**config.mk**
```make
export PLATFORM = sky130hd
export DESIGN_NAME = glitch_filter_scan_ctrl_flat
export DESIGN_NICKNAME = d
export VERILOG_FILES = /design/src/rtl/glitch_filter_pkg.sv /design/src/rtl/glitch_filter_scan_ctrl_if.sv /design/src/rtl/glitch_scan_state_rf.sv /design/src/rtl/glitch_filter_scan_ctrl.sv /design/src/flat_wrapper.sv
export SDC_FILE = /design/constraint.sdc
export NUM_CORES = 1
export LEC_CHECK = 0
export CAP_MARGIN = 10
export CORE_AREA = 2 2 129 131
export CTS_CLUSTER_DIAMETER = 200
export DETAILED_ROUTE_END_ITERATION = 6
export DIE_AREA = 0 0 131 133
export PLACE_DENSITY_LB_ADDON = 0.12
export SLEW_MARGIN = 20
export SYNTH_ARGS = -nofsm -noshare
export SYNTH_HDL_FRONTEND = slang
export SYNTH_HIERARCHICAL = 1
export SYNTH_SLANG_ARGS = --single-unit
```
**constraint.sdc**
```tcl
create_clock -name clk -period 8.13 [get_ports clk]
set_input_delay 1.626 -clock clk [delete_from_list [all_inputs] [get_ports clk]]
set_output_delay 1.626 -clock clk [all_outputs]
set_load 0.05 [all_outputs]
```
**src/rtl/glitch_filter_pkg.sv**
```systemverilog
// Shared types and helpers for the time-multiplexed glitch filter.
package glitch_filter_pkg;

  // Default run-counter width; filter lengths span 0..2^CNT_W-1 scans.
  localparam int CNT_W_DEF = 8;

  // Per-channel state as stored in the register file: filtered level above
  // the consecutive-mismatch run counter.
  typedef struct packed {
    logic                 level;
    logic [CNT_W_DEF-1:0] cnt;
  } chan_state_t;

  localparam int CHAN_STATE_W = $bits(chan_state_t);

  // Index width for NUM_CH entries, never narrower than one bit.
  function automatic int clog2w(input int n);
    return (n <= 2) ? 1 : $clog2(n);
  endfunction

endpackage

```
**src/rtl/glitch_filter_scan_ctrl_if.sv**
```systemverilog
// Channel inputs, filtered outputs, config and event handshakes.
interface glitch_filter_scan_ctrl_if
  import glitch_filter_pkg::*;
#(
  parameter int NUM_CH = 8,
  parameter int CNT_W  = CNT_W_DEF,
  parameter int DROP_W = 16
) ();

  localparam int AW = clog2w(NUM_CH);

  logic [NUM_CH-1:0] inData;
  logic              cfgValid;
  logic              cfgReady;
  logic [CNT_W-1:0]  cfgLen;
  logic [NUM_CH-1:0] outData;
  logic              evtValid;
  logic              evtReady;
  logic [AW-1:0]     evtCh;
  logic              evtLevel;
  logic [DROP_W-1:0] dropCnt;

  modport master (
    output inData, cfgValid, cfgLen, evtReady,
    input  cfgReady, outData, evtValid, evtCh, evtLevel, dropCnt
  );

  modport slave (
    input  inData, cfgValid, cfgLen, evtReady,
    output cfgReady, outData, evtValid, evtCh, evtLevel, dropCnt
  );

endinterface

```
**src/rtl/glitch_scan_state_rf.sv**
```systemverilog
// Per-channel state store: one combinational read and one write port sharing
// the scan address, plus a masked synchronous clear of every entry.
module glitch_scan_state_rf #(
  parameter int DEPTH = 8,
  parameter int W     = 9,
  parameter int AW    = 3
) (
  input  logic          clk,
  input  logic          clrAll,
  input  logic [W-1:0]  clrMask,
  input  logic [AW-1:0] addr,
  output logic [W-1:0]  rdData,
  input  logic          wrEn,
  input  logic [W-1:0]  wrData
);

  logic [W-1:0] mem [DEPTH];

  assign rdData = mem[addr];

  // Write the visited entry; a clear masks bits of every entry and wins over
  // the write, so a level update landing on the clear edge still survives.
  always_ff @(posedge clk) begin
    for (int i = 0; i < DEPTH; i++) begin
      if (clrAll) begin
        mem[i] <= ((wrEn && addr == AW'(i)) ? wrData : mem[i]) & ~clrMask;
      end else if (wrEn && addr == AW'(i)) begin
        mem[i] <= wrData;
      end
    end
  end

endmodule

```
**src/rtl/glitch_filter_scan_ctrl.sv**
```systemverilog
// Scans NUM_CH inputs one per clock through a shared glitch filter and
// reports filtered level changes on a single-entry event register.
module glitch_filter_scan_ctrl
  import glitch_filter_pkg::*;
#(
  parameter int NUM_CH      = 8,
  parameter int CNT_W       = CNT_W_DEF,
  parameter int DEFAULT_LEN = 1,
  parameter int DROP_W      = 16
) (
  input logic                     clk,
  input logic                     rstN,
  glitch_filter_scan_ctrl_if.slave bus
);

  localparam int AW = clog2w(NUM_CH);
  localparam int SW = CNT_W + 1;
  localparam logic [AW-1:0] LAST = AW'(NUM_CH - 1);

  logic [NUM_CH-1:0] sampleReg;
  logic [AW-1:0]     ptr;
  logic [CNT_W-1:0]  lenActive;
  logic [CNT_W-1:0]  pendLen;
  logic              pendValid;
  logic [NUM_CH-1:0] outReg;
  logic              evtValidReg;
  logic [AW-1:0]     evtChReg;
  logic              evtLevelReg;
  logic [DROP_W-1:0] dropReg;

  logic [SW-1:0]     rdState;
  logic [SW-1:0]     wrState;
  logic [SW-1:0]     clrMask;
  logic              clrAll;
  logic              s;
  logic              curLevel;
  logic [CNT_W-1:0]  curCnt;
  logic [CNT_W:0]    runNext;
  logic              change;
  logic              qualify;
  logic              wrap;
  logic              apply;
  logic              xfer;

  // Visit decision for the channel under the scan pointer.
  always_comb begin
    curLevel = rdState[SW-1];
    curCnt   = rdState[CNT_W-1:0];
    s        = sampleReg[ptr];
    change   = s ^ curLevel;
    runNext  = {1'b0, curCnt} + (CNT_W + 1)'(1);
    qualify  = change && ((lenActive == '0) || (runNext >= {1'b0, lenActive}));
    if (!change) begin
      wrState = {curLevel, {CNT_W{1'b0}}};
    end else if (qualify) begin
      wrState = {s, {CNT_W{1'b0}}};
    end else begin
      wrState = {curLevel, runNext[CNT_W-1:0]};
    end
    wrap    = (ptr == LAST);
    apply   = wrap && pendValid;
    xfer    = bus.cfgValid && !pendValid;
    clrAll  = !rstN || apply;
    clrMask = !rstN ? {SW{1'b1}} : {1'b0, {CNT_W{1'b1}}};
  end

  glitch_scan_state_rf #(
    .DEPTH(NUM_CH),
    .W    (SW),
    .AW   (AW)
  ) u_rf (
    .clk    (clk),
    .clrAll (clrAll),
    .clrMask(clrMask),
    .addr   (ptr),
    .rdData (rdState),
    .wrEn   (rstN),
    .wrData (wrState)
  );

  // Capture the already-synchronised inputs every clock.
  always_ff @(posedge clk) begin
    sampleReg <= bus.inData;
  end

  // Scan pointer and config: a pending length is only applied on the wrap
  // edge, so each scan runs with one length throughout.
  always_ff @(posedge clk) begin
    if (!rstN) begin
      ptr       <= '0;
      lenActive <= CNT_W'(DEFAULT_LEN);
      pendLen   <= '0;
      pendValid <= 1'b0;
    end else begin
      ptr <= wrap ? '0 : ptr + 1'b1;
      if (apply) begin
        lenActive <= pendLen;
      end
      if (xfer) begin
        pendValid <= 1'b1;
        pendLen   <= bus.cfgLen;
      end else if (apply) begin
        pendValid <= 1'b0;
      end
    end
  end

  // Filtered output level of the visited channel.
  always_ff @(posedge clk) begin
    if (!rstN) begin
      outReg <= '0;
    end else if (qualify) begin
      outReg[ptr] <= s;
    end
  end

  // Single-entry event register; a change that finds it full and not being
  // drained is counted as dropped instead of overwriting the held event.
  always_ff @(posedge clk) begin
    if (!rstN) begin
      evtValidReg <= 1'b0;
      evtChReg    <= '0;
      evtLevelReg <= 1'b0;
      dropReg     <= '0;
    end else begin
      if (qualify && (!evtValidReg || bus.evtReady)) begin
        evtValidReg <= 1'b1;
        evtChReg    <= ptr;
        evtLevelReg <= s;
      end else if (evtValidReg && bus.evtReady) begin
        evtValidReg <= 1'b0;
      end
      if (qualify && evtValidReg && !bus.evtReady && (dropReg != {DROP_W{1'b1}})) begin
        dropReg <= dropReg + 1'b1;
      end
    end
  end

  assign bus.cfgReady = !pendValid;
  assign bus.outData  = outReg;
  assign bus.evtValid = evtValidReg;
  assign bus.evtCh    = evtChReg;
  assign bus.evtLevel = evtLevelReg;
  assign bus.dropCnt  = dropReg;

endmodule

```
**src/flat_wrapper.sv**
```systemverilog
// flat-port wrapper written by rule: the top's interface ports become plain ports
module glitch_filter_scan_ctrl_flat import glitch_filter_pkg::*;
#(
  parameter int NUM_CH      = 8,
  parameter int CNT_W       = CNT_W_DEF,
  parameter int DEFAULT_LEN = 1,
  parameter int DROP_W      = 16
)
  (clk, rstN, bus_inData, bus_cfgValid, bus_cfgLen, bus_evtReady, bus_cfgReady, bus_outData, bus_evtValid, bus_evtCh, bus_evtLevel, bus_dropCnt);
  glitch_filter_scan_ctrl_if #(.NUM_CH(NUM_CH), .CNT_W(CNT_W), .DROP_W(DROP_W)) bus_i ();
  input logic clk;
  input logic rstN;
  input wire logic [$bits(bus_i.inData)-1:0] bus_inData;
  input wire logic [$bits(bus_i.cfgValid)-1:0] bus_cfgValid;
  input wire logic [$bits(bus_i.cfgLen)-1:0] bus_cfgLen;
  input wire logic [$bits(bus_i.evtReady)-1:0] bus_evtReady;
  output wire logic [$bits(bus_i.cfgReady)-1:0] bus_cfgReady;
  output wire logic [$bits(bus_i.outData)-1:0] bus_outData;
  output wire logic [$bits(bus_i.evtValid)-1:0] bus_evtValid;
  output wire logic [$bits(bus_i.evtCh)-1:0] bus_evtCh;
  output wire logic [$bits(bus_i.evtLevel)-1:0] bus_evtLevel;
  output wire logic [$bits(bus_i.dropCnt)-1:0] bus_dropCnt;
  assign bus_i.inData = bus_inData;
  assign bus_i.cfgValid = bus_cfgValid;
  assign bus_i.cfgLen = bus_cfgLen;
  assign bus_i.evtReady = bus_evtReady;
  assign bus_cfgReady = bus_i.cfgReady;
  assign bus_outData = bus_i.outData;
  assign bus_evtValid = bus_i.evtValid;
  assign bus_evtCh = bus_i.evtCh;
  assign bus_evtLevel = bus_i.evtLevel;
  assign bus_dropCnt = bus_i.dropCnt;
  glitch_filter_scan_ctrl #(.NUM_CH(NUM_CH), .CNT_W(CNT_W), .DEFAULT_LEN(DEFAULT_LEN), .DROP_W(DROP_W)) u_core (.clk(clk), .rstN(rstN), .bus(bus_i));
endmodule
```
==> flow_summary.toml, run 1 <==
[status]
status = "completed"

[power_and_ir_drop]
seq_power_share_pct = 39.9
pwr-share-comb_pct = 21.3
ir_drop_mv = 0.184
switching_share_pct = 29.6
p_clk_share_pct = 38.9
p_sw_uw = 572
power.internal_uw = 1360
leakagePower_uw = 0.00282
total_power_uw = 1930
powerDensity_nw_per_um2 = 233

[yosys]
synth.avg_cell_area_um2 = 9.56
synthDistinctLibCells = 55
synth-edff-count = 72
yosysSeqAreaShare_pct = 46.7
yosys_register_bits = 129
syn-cell-area_um2 = 7080
synthArstFlopShare_pct = 0
synthFlopType = "edfxtp_1"
synthCells = 740
yosysWarnings = 6

[setup_path]
crit_fanout = 46
critPathLaunch = "u_core/ptr[1]"
critPathMaxStageDelay_ps = 690
critical_path_depth = 19
crit_family = "compound AO/OA/AOI/OAI gates"
required_ps = 8340
crit_buf_inv = 3
reg2reg_depth = 19
timing.rr.start = "u_core/ptr[1]"
r2r_end = "u_core/u_rf/mem[7][7]"
crit_chain = "buf_4, mux2_2, o22ai_1, a211oi_1, ha_1, nand3_1, nor2_1, xor2_1, ha_1, nand3_1, nor2_1, a21oi_1, and3_1, buf_4, nand2b_1, nor2b_1, a21boi_2, inv_1, o21ai_0"
slowest_stage = "a211oi_1"
r2r_setup_slack_ps = 2710
arrival_ps = 5620
startpoint_type = "flop"
worstSetupEndpoint = "u_core/u_rf/mem[7][7]"
critical_path_class = "reg -> reg"
cp-end-kind = "flop"

[clock_tree]
cts-root-buf = "clkbuf_16"
cts_resized = 0
cts.path.max_buffers = 2
clock_latency_ps = 420
numCtsBuffers = 17
post_cts_buffers = 0
cts.sinks = 129
hold_buffers = 0
htree_levels = 4
clkSlewWorstSetupHoldPaths_ps = 50
cts_tree = "yes"

[grt]
gr-total-overflow = 0
grt_usage_pct = 21.9
antenna_found_initial = 0
grt_pass1_vias = 5345
grt_pass1_wl_um = 28900
grt_max_degree = 47

[cells_and_area]
fillers = 1485
layout.nets = 804
area_growth_pct = 17.0
diodes = 0
layout-drive-gt1-share_pct = 11.8

[drt]
routed_via_density = 5.51
routed_wl_um = 18400
wl_per_cell_um = 18.3
num_vias = 5541
dr.pass1.iters = 6
drtIter0Drc = 515
ant_nets = 0
drcViolationCount = 0

[place]
numPortBuffers = 49
gp_congestion = 0.839
pre_cts_ws_ps = 2730
post-dp-hpwl_um = 11800

[sta]
worst-slew-pin-transition_ps = 961
hold_viol = 0
final.min_clock_period_ps = 5420
clock_skew_ps = 6.59
max_freq_mhz = 185
rsz0062_at_grt = "no"
setup_viol = 0
slew_violations = 0
period_share_pct = 66.6
maxSlewHeadroom_pct = 35.8
worst_slack_ps = 2710
fin_setup_tns_ps = 0

[die]
fp.dieW_um = 131
coreArea_um2 = 16200
placementRows = 47
die_height_um = 133
num_io_pins = 50
fp.dieArea_um2 = 17400
initial_core_util_pct = 43.8

[run]
maxCapViolations = 0

[min_path]
hp-class = "reg -> reg"
[layout by cell type (no fill, tap or decap), types with 9 or more instances in the layout]
master           instances
a21boi_2                 9
nand3_1                 12
nor2b_1                 10
o22ai_1                 12
nor4_1                   9
mux2i_1                 22
inv_1                   22
nand2_1                122
clkdlybuf4s50_1         49
o31ai_1                 12
a21oi_1                 24
nor2_1                  21
or4_1                   12
edfxtp_1                72
clkbuf_16               19
nand2b_1                77
ha_1                    12
o21ai_0                 74
buf_4                   12
mux2_2                  17
dfxtp_1                 56
nand3b_1                 9
[state kept, by name (all words and copies together) (netlist names)]
| name | cells |
|---|---|
| u_core/bus.dropCnt | 16 |
| u_core/bus.outData | 8 |
| u_core/bus.evtCh | 3 |
| u_core/pendLen | 8 |
| u_core/u_rf/mem | 72 |
| u_core/pendValid | 1 |
| u_core/sampleReg | 8 |
| u_core/bus.evtLevel | 1 |
| u_core/lenActive | 8 |
| u_core/ptr | 3 |
| u_core/bus.evtValid | 1 |
[cell type report]
type                       instances  area [um2]  area share (%)
sequential                       129        3300            39.9
inverter                          22        82.6           0.997
clock inverter                    10        76.3           0.922
timing repair buffer              61         581            7.01
tap                              220         275            3.32
clock buffer                      22         507            6.12
multi-input combinational        541        3460            41.7
[worst min path at each step]
stage                     startpoint  depth (start not counted)  slack [ps]                     to
6_report       u_core/bus.outData[3]                          2         460  u_core/bus.outData[3]
5_1_grt        u_core/bus.outData[1]                          2         480  u_core/bus.outData[1]
4_1_cts          u_core/bus.evtCh[0]                          2         460    u_core/bus.evtCh[0]
3_5_place_dp     u_core/bus.evtCh[0]                          2         450    u_core/bus.evtCh[0]
3_3_place_gp     u_core/bus.evtCh[0]                          2         450    u_core/bus.evtCh[0]
2_1_floorplan      u_core/pendLen[1]                          2         430    u_core/lenActive[1]
[layer usage]
metal  up-vias  track usage (%)  part of all wire (%)
met1      2661             31.1                    47
met4         0             7.92                   2.0
li1       2702                -                     -
met3        20             4.04                   4.9
met2       158             33.3                    46
met5         -                0                     0
[through the flow]
step	util [%]	std cells	cell area [um2]	hold WS [ps]
after floorplan	-	747	7100	431
after global placement	47.6	973	7700	450
after detailed placement	47.6	973	7700	447
after CTS	51.2	1005	8280	464
after global routing	51.2	1005	8280	478
final	51.2	1005	8280	457
[cells in the mapped netlist (4+ instances only)]
library cell    n  area (um2)
a211oi_1        4        30.0
a21boi_2        9         101
a21oi_1        24         120
and3_1          6        37.5
and4_1          4        35.0
and4b_1         4        40.0
buf_1           6        22.5
buf_2          20         100
buf_4           4        30.0
buf_6           4        45.0
clkbuf_1       20        75.1
dfxtp_1        57        1140
edfxtp_1       72        2160
ha_1           12         150
inv_1          22        82.6
mux2_2         17         191
mux2i_1        22         220
mux4_2          6         135
nand2_1       122         458
nand2b_1       77         482
nand3_1        12        60.1
nand3b_1        9        67.6
nand4_1         7        43.8
nor2_1         21        78.8
nor2b_1        10        62.6
nor3_1          6        30.0
nor4_1          9        56.3
o21ai_0        74         370
o22ai_1        12        75.1
o31ai_1        12        90.1
or2_2           8        50.1
or4_1          12        90.1
xnor2_1         4        35.0
[power groups by stage]
| stage | combinational [uW] | clock, uW | sequential [uW] |
|---|---|---|---|
| finish | 411 | 751 | 770 |
| global route | 448 | 787 | 776 |
| CTS | 405 | 763 | 770 |
| detailed placement | 404 | 0 | 782 |
| global placement | 397 | 0 | 781 |
| floorplan | 282 | 0 | 797 |
[logic make-up (layout without fill, tap and decap cells)]
family / count (synthesis) / in the layout / synth area share, %
and+or+nand+nor: 321 / 321 / 24.7
AOI/OAI and AO/OA: 148 / 148 / 12.7
DFF: 129 / 129 / 46.7
buffers and inverters: 77 / 115 / 5.23
muxes: 45 / 45 / 7.73
adders and majority gates: 12 / 12 / 2.12
xor gates and xnor gates: 7 / 7 / 0.866
other: 1 / 8 / 0.0530
[worst register-to-register path: cells and delay by family (launching register included)]
family / cells / cell delay (ps)
AOI/OAI and AO/OA: 5 / 1460
and+or+nand+nor: 7 / 1180
buffers and inverters: 3 / 970
adders and majority gates: 2 / 630
DFF: 1 / 400
muxes: 1 / 300
xor gates and xnor gates: 1 / 290
(Power assumes the default switching activity.)
==> run 2: changes to the inputs <==
- clock period: 8.13 -> 5.31 ns (I/O delays scaled with it)
==> run 2 against run 1 <==
Compared with the run above:
- clock-buffer cell count down 1
- via count is 1.9% higher
- clock skew is 12 ps higher
- critical path depth decreased by 2
- final area grew 0.54%
- critical path type unchanged
- routed wire length up 0.85%
- register-to-register slack got worse by 2100 ps
==> flow_summary.toml, run 2 (synthesis results as in run 1) <==
[setup_path]
r2r_setup_slack_ps = 640
required_ps = 5570
critical_path_class = "reg -> reg"
timing.rr.start = "u_core/ptr[0]"
reg2reg_depth = 17
slowest_stage = "dfxtp_1"
worstSetupEndpoint = "u_core/u_rf/mem[7][5]"
arrival_ps = 4930
cp-end-kind = "flop"
startpoint_type = "flop"
crit_fanout = 15
r2r_end = "u_core/u_rf/mem[7][5]"
crit_chain = "or2_2, o22ai_1, a211oi_1, ha_1, nand3_1, nor2_1, xor2_1, ha_1, nand3_1, nor2_1, a21oi_1, and3_1, nand2b_1, nor2b_1, a21boi_2, inv_1, o21ai_0"
critPathMaxStageDelay_ps = 800
critPathLaunch = "u_core/ptr[0]"

[cells_and_area]
area_growth_pct = 17.7
diodes = 0
regMostFlops = "u_core/u_rf/mem"
most-common-layout-cells = "122 x nand2_1, 77 x nand2b_1, 74 x o21ai_0, 72 x edfxtp_1, 56 x dfxtp_1"
layout-drive-gt1-share_pct = 12.2
largest_reg_flops = 72
layout.nets = 807
mostFrequentLayoutCell = "nand2_1"

[place]
pre_cts_ws_ps = 670
gp_congestion = 0.848
numPortBuffers = 49
post-dp-hpwl_um = 12400

[drt]
drcViolationCount = 0
ant_nets = 0
wl_per_cell_um = 18.4
num_vias = 5645
dr.pass1.iters = 5
routed_via_density = 5.60
drtIter0Drc = 461
routed_wl_um = 18500

[grt]
grt_pass1_vias = 5631
grt_pass1_wl_um = 29800
antenna_found_initial = 0
gr-total-overflow = 0
grt_usage_pct = 22.4
grt_max_degree = 40

[die]
placementRows = 47
fp.dieW_um = 131
num_io_pins = 50
coreArea_um2 = 16200
fp.dieArea_um2 = 17400
initial_core_util_pct = 43.8
die_height_um = 133

[sta]
slew_violations = 0
worst-slew-pin-transition_ps = 898
period_share_pct = 87.9
setup_viol = 0
worst_slack_ps = 645
final.min_clock_period_ps = 4670
clock_skew_ps = 18.1
max_freq_mhz = 214
fin_setup_tns_ps = 0
hold_viol = 0
maxSlewHeadroom_pct = 40.0
rsz0062_at_grt = "no"

[clock_tree]
cts_tree = "yes"
cts-root-buf = "clkbuf_16"
clkSlewWorstSetupHoldPaths_ps = 50
numCtsBuffers = 17
cts_resized = 0
hold_buffers = 0
cts.path.max_buffers = 2
post_cts_buffers = 0
cts.sinks = 129
htree_levels = 4
clock_latency_ps = 420

[power_and_ir_drop]
powerDensity_nw_per_um2 = 361
total_power_uw = 3010
ir_drop_mv = 0.242
leakagePower_uw = 0.00284

[run]
maxCapViolations = 0

[status]
status = "completed"

[min_path]
worst_hold_startpoint = "u_core/bus.evtLevel"
hp-class = "reg -> reg"
==> run 2: final cells by class <==
class	count	area [um2]
Timing Repair Buffer	64	603
Tap cell	220	275
Clock inverter	11	135
Inverter	22	82.6
Multi-Input combinational cell	541	3460
Sequential cell	129	3300
Fill cell	1492	7850
Clock buffer	21	470
==> run 2: through the flow <==
step / util [%] / area [um2] / std cells / hold WS (ps)
3_5_place_dp: 47.7 / 7720 / 976 / 448
6_report: 51.5 / 8330 / 1008 / 459
5_1_grt: 51.5 / 8330 / 1008 / 486
3_3_place_gp: 47.7 / 7720 / 976 / 445
2_1_floorplan: - / 7100 / 747 / 431
4_1_cts: 51.5 / 8330 / 1008 / 461
==> run 2: how the worst min path moves through the flow <==
stage / slack, ps / to / cells past startpoint
after floorplan: 430 / u_core/lenActive[1] / 2
after global placement: 450 / u_core/bus.outData[0] / 2
after detailed placement: 450 / u_core/bus.evtLevel / 2
after CTS: 460 / u_core/bus.evtLevel / 2
after global routing: 490 / u_core/bus.evtCh[1] / 2
final: 460 / u_core/bus.evtLevel / 2
==> run 2: per-layer routing <==
metal	wire length, um	up-vias	track usage (%)
li1	-	2712	-
met4	361	0	6.97
met5	0	-	0
met3	895	27	5.05
met2	8930	148	36.1
met1	8350	2758	29.8
==> run 2: worst max-delay path, delay by kind of cell (launching register included) <==
| kind | cells | cell delay (ps) |
|---|---|---|
| simple gates | 8 | 1500 |
| compound gates | 5 | 1360 |
| flops | 1 | 800 |
| fa+ha+maj | 2 | 560 |
| xor+xnor | 1 | 200 |
| buf+inv | 1 | 60 |
==> run 2: where the power goes <==
| group | switching, uW | leakage, uW | internal [uW] | total [uW] |
|---|---|---|---|---|
| clock network | 427 | 0.000300 | 770 | 1200 |
| logic | 390 | 0.00133 | 229 | 620 |
| registers | 55.0 | 0.00121 | 1140 | 1190 |
| total | 873 | 0.00284 | 2140 | 3010 |
==> run 3: changes to the inputs <==
- PLACE_DENSITY: unset -> 0.65
- PLACE_DENSITY_LB_ADDON: 0.12 -> unset
==> run 3 against run 2 <==
Compared with the run above:
- combinational power shrank 0.8%
- total power shrank 3.5%
- clock skew shrank 5.8 ps
- global-route usage shrank 1.4 points
- utilization shrank 0.39 points
- via count shrank 0.76%
- critical path depth shrank 1
- sequential power is essentially flat
- final cell count shrank 0.30%
- die area is the same
- largest power group is now registers
==> flow_summary.toml, run 3 (synthesis results as in run 1) <==
[clock_tree]
htree_levels = 4
cts_tree = "yes"
cts.sinks = 129
clock_latency_ps = 420
hold_buffers = 0
clkSlewWorstSetupHoldPaths_ps = 60
cts-root-buf = "clkbuf_16"
post_cts_buffers = 0
cts_resized = 0
numCtsBuffers = 17
cts.path.max_buffers = 2

[cells_and_area]
area_growth_pct = 16.8
fin_cells = 1005
final_core_util_pct = 51.1
multiInputGateArea_um2 = 3460
diodes = 0
seqCellArea_um2 = 3300
layout-drive-gt1-share_pct = 11.8
fillers = 1392
most-common-layout-cells = "122 x nand2_1, 77 x nand2b_1, 74 x o21ai_0, 72 x edfxtp_1, 56 x dfxtp_1"
mostFrequentLayoutCell = "nand2_1"
regMostFlops = "u_core/u_rf/mem"
largest_reg_flops = 72
fin_area_um2 = 8260
layout.nets = 804

[power_and_ir_drop]
leakagePower_uw = 0.00281
ir_drop_mv = 0.255
powerDensity_nw_per_um2 = 351

[sta]
setup_viol = 0
whs_ps = 459
fin_setup_tns_ps = 0
period_share_pct = 87.6
rsz0062_at_grt = "no"
hold_viol = 0
max_freq_mhz = 215
worst-slew-pin-transition_ps = 852
slew_violations = 0
maxSlewHeadroom_pct = 43.1
clock_skew_ps = 12.3
final.min_clock_period_ps = 4650

[drt]
routed_via_density = 5.57
wl_per_cell_um = 17.5
dr.pass1.iters = 5
drcViolationCount = 0
ant_nets = 0
drtIter0Drc = 510
num_vias = 5602
routed_wl_um = 17600

[setup_path]
startpoint_type = "flop"
cp-end-kind = "flop"
arrival_ps = 4910
required_ps = 5570
crit_fanout = 16
critical_path_class = "reg -> reg"

[die]
die_height_um = 133
fp.dieW_um = 131
num_io_pins = 50
coreArea_um2 = 16200
fp.dieArea_um2 = 17400
placementRows = 47
initial_core_util_pct = 43.8

[place]
gp_congestion = 0.976
numPortBuffers = 49
post-dp-hpwl_um = 11300
placed_area_um2 = 7700
placed_cells = 973

[min_path]
hp-class = "reg -> reg"

[grt]
antenna_found_initial = 0
grt_usage_pct = 21.0
gr-total-overflow = 0
grt_pass1_vias = 5310
grt_max_degree = 40
grt_pass1_wl_um = 28300

[status]
status = "completed"

[run]
maxCapViolations = 0
## run 3: cell count changes in the layout (fill, tap and decap cells not counted), sizes merged
cell,delta
clkinv,-4
clkbuf,+4
inv,+4
bufinv,-3
buf,-3
clkinvlp,-1
## run 3: path summary, 6_finish.rpt
| check | from | endpoint | slack, ps | cells after the start |
|---|---|---|---|---|
| max | u_core/ptr[2] | u_core/u_rf/mem[7][4] | 660 | 16 |
| min | u_core/pendLen[2] | u_core/lenActive[2] | 460 | 2 |
| max reg2reg | u_core/ptr[2] | u_core/u_rf/mem[7][4] | 660 | 16 |
| min reg2reg | u_core/pendLen[2] | u_core/lenActive[2] | 460 | 2 |
## run 3: metrics by stage
stage	power (uW)	setup slack, ps
after global placement	1790	881
final	2900	657
after CTS	2910	726
after detailed placement	1810	712
after floorplan	1650	1080
after global routing	3030	291
## run 3: area by class of cell
| class | count | share of cell area, % |
|---|---|---|
| Tap cell | 220 | 3.33 |
| Clock inverter | 7 | 0.530 |
| Multi-Input combinational cell | 541 | 41.8 |
| Timing Repair Buffer | 61 | 7.03 |
| Clock buffer | 25 | 6.30 |
| Inverter | 22 | 0.999 |
| Sequential cell | 129 | 40.0 |
## run 3: metal layers
metal / routed length [um] / vias up / track usage, %
li1: - / 2705 / -
met1: 8190 / 2636 / 29.6
met2: 7850 / 223 / 31.9
met3: 1050 / 38 / 3.68
met4: 510 / 0 / 8.57
met5: 0 / - / 0
## run 3: worst max-delay path, stage by stage, from the launching register on
cell and delay, ps:
dfxtp_1 780, or2_2 310, o22ai_1 110, a211oi_1 580, ha_1 290, nand3_1 140, nor2_1 180, xor2_1 220
ha_1 290, a21o_1 160, a21oi_1 150, and3_1 220, nand2b_1 210, nor2b_1 240, a21boi_2 370, inv_1 60
o21ai_0 170
## run 3: report_power, final
group | total [uW] | internal [uW] | switching, uW
clock network | 1100 | 679 | 420
logic | 615 | 227 | 388
registers | 1190 | 1140 | 51.4
total | 2900 | 2040 | 859
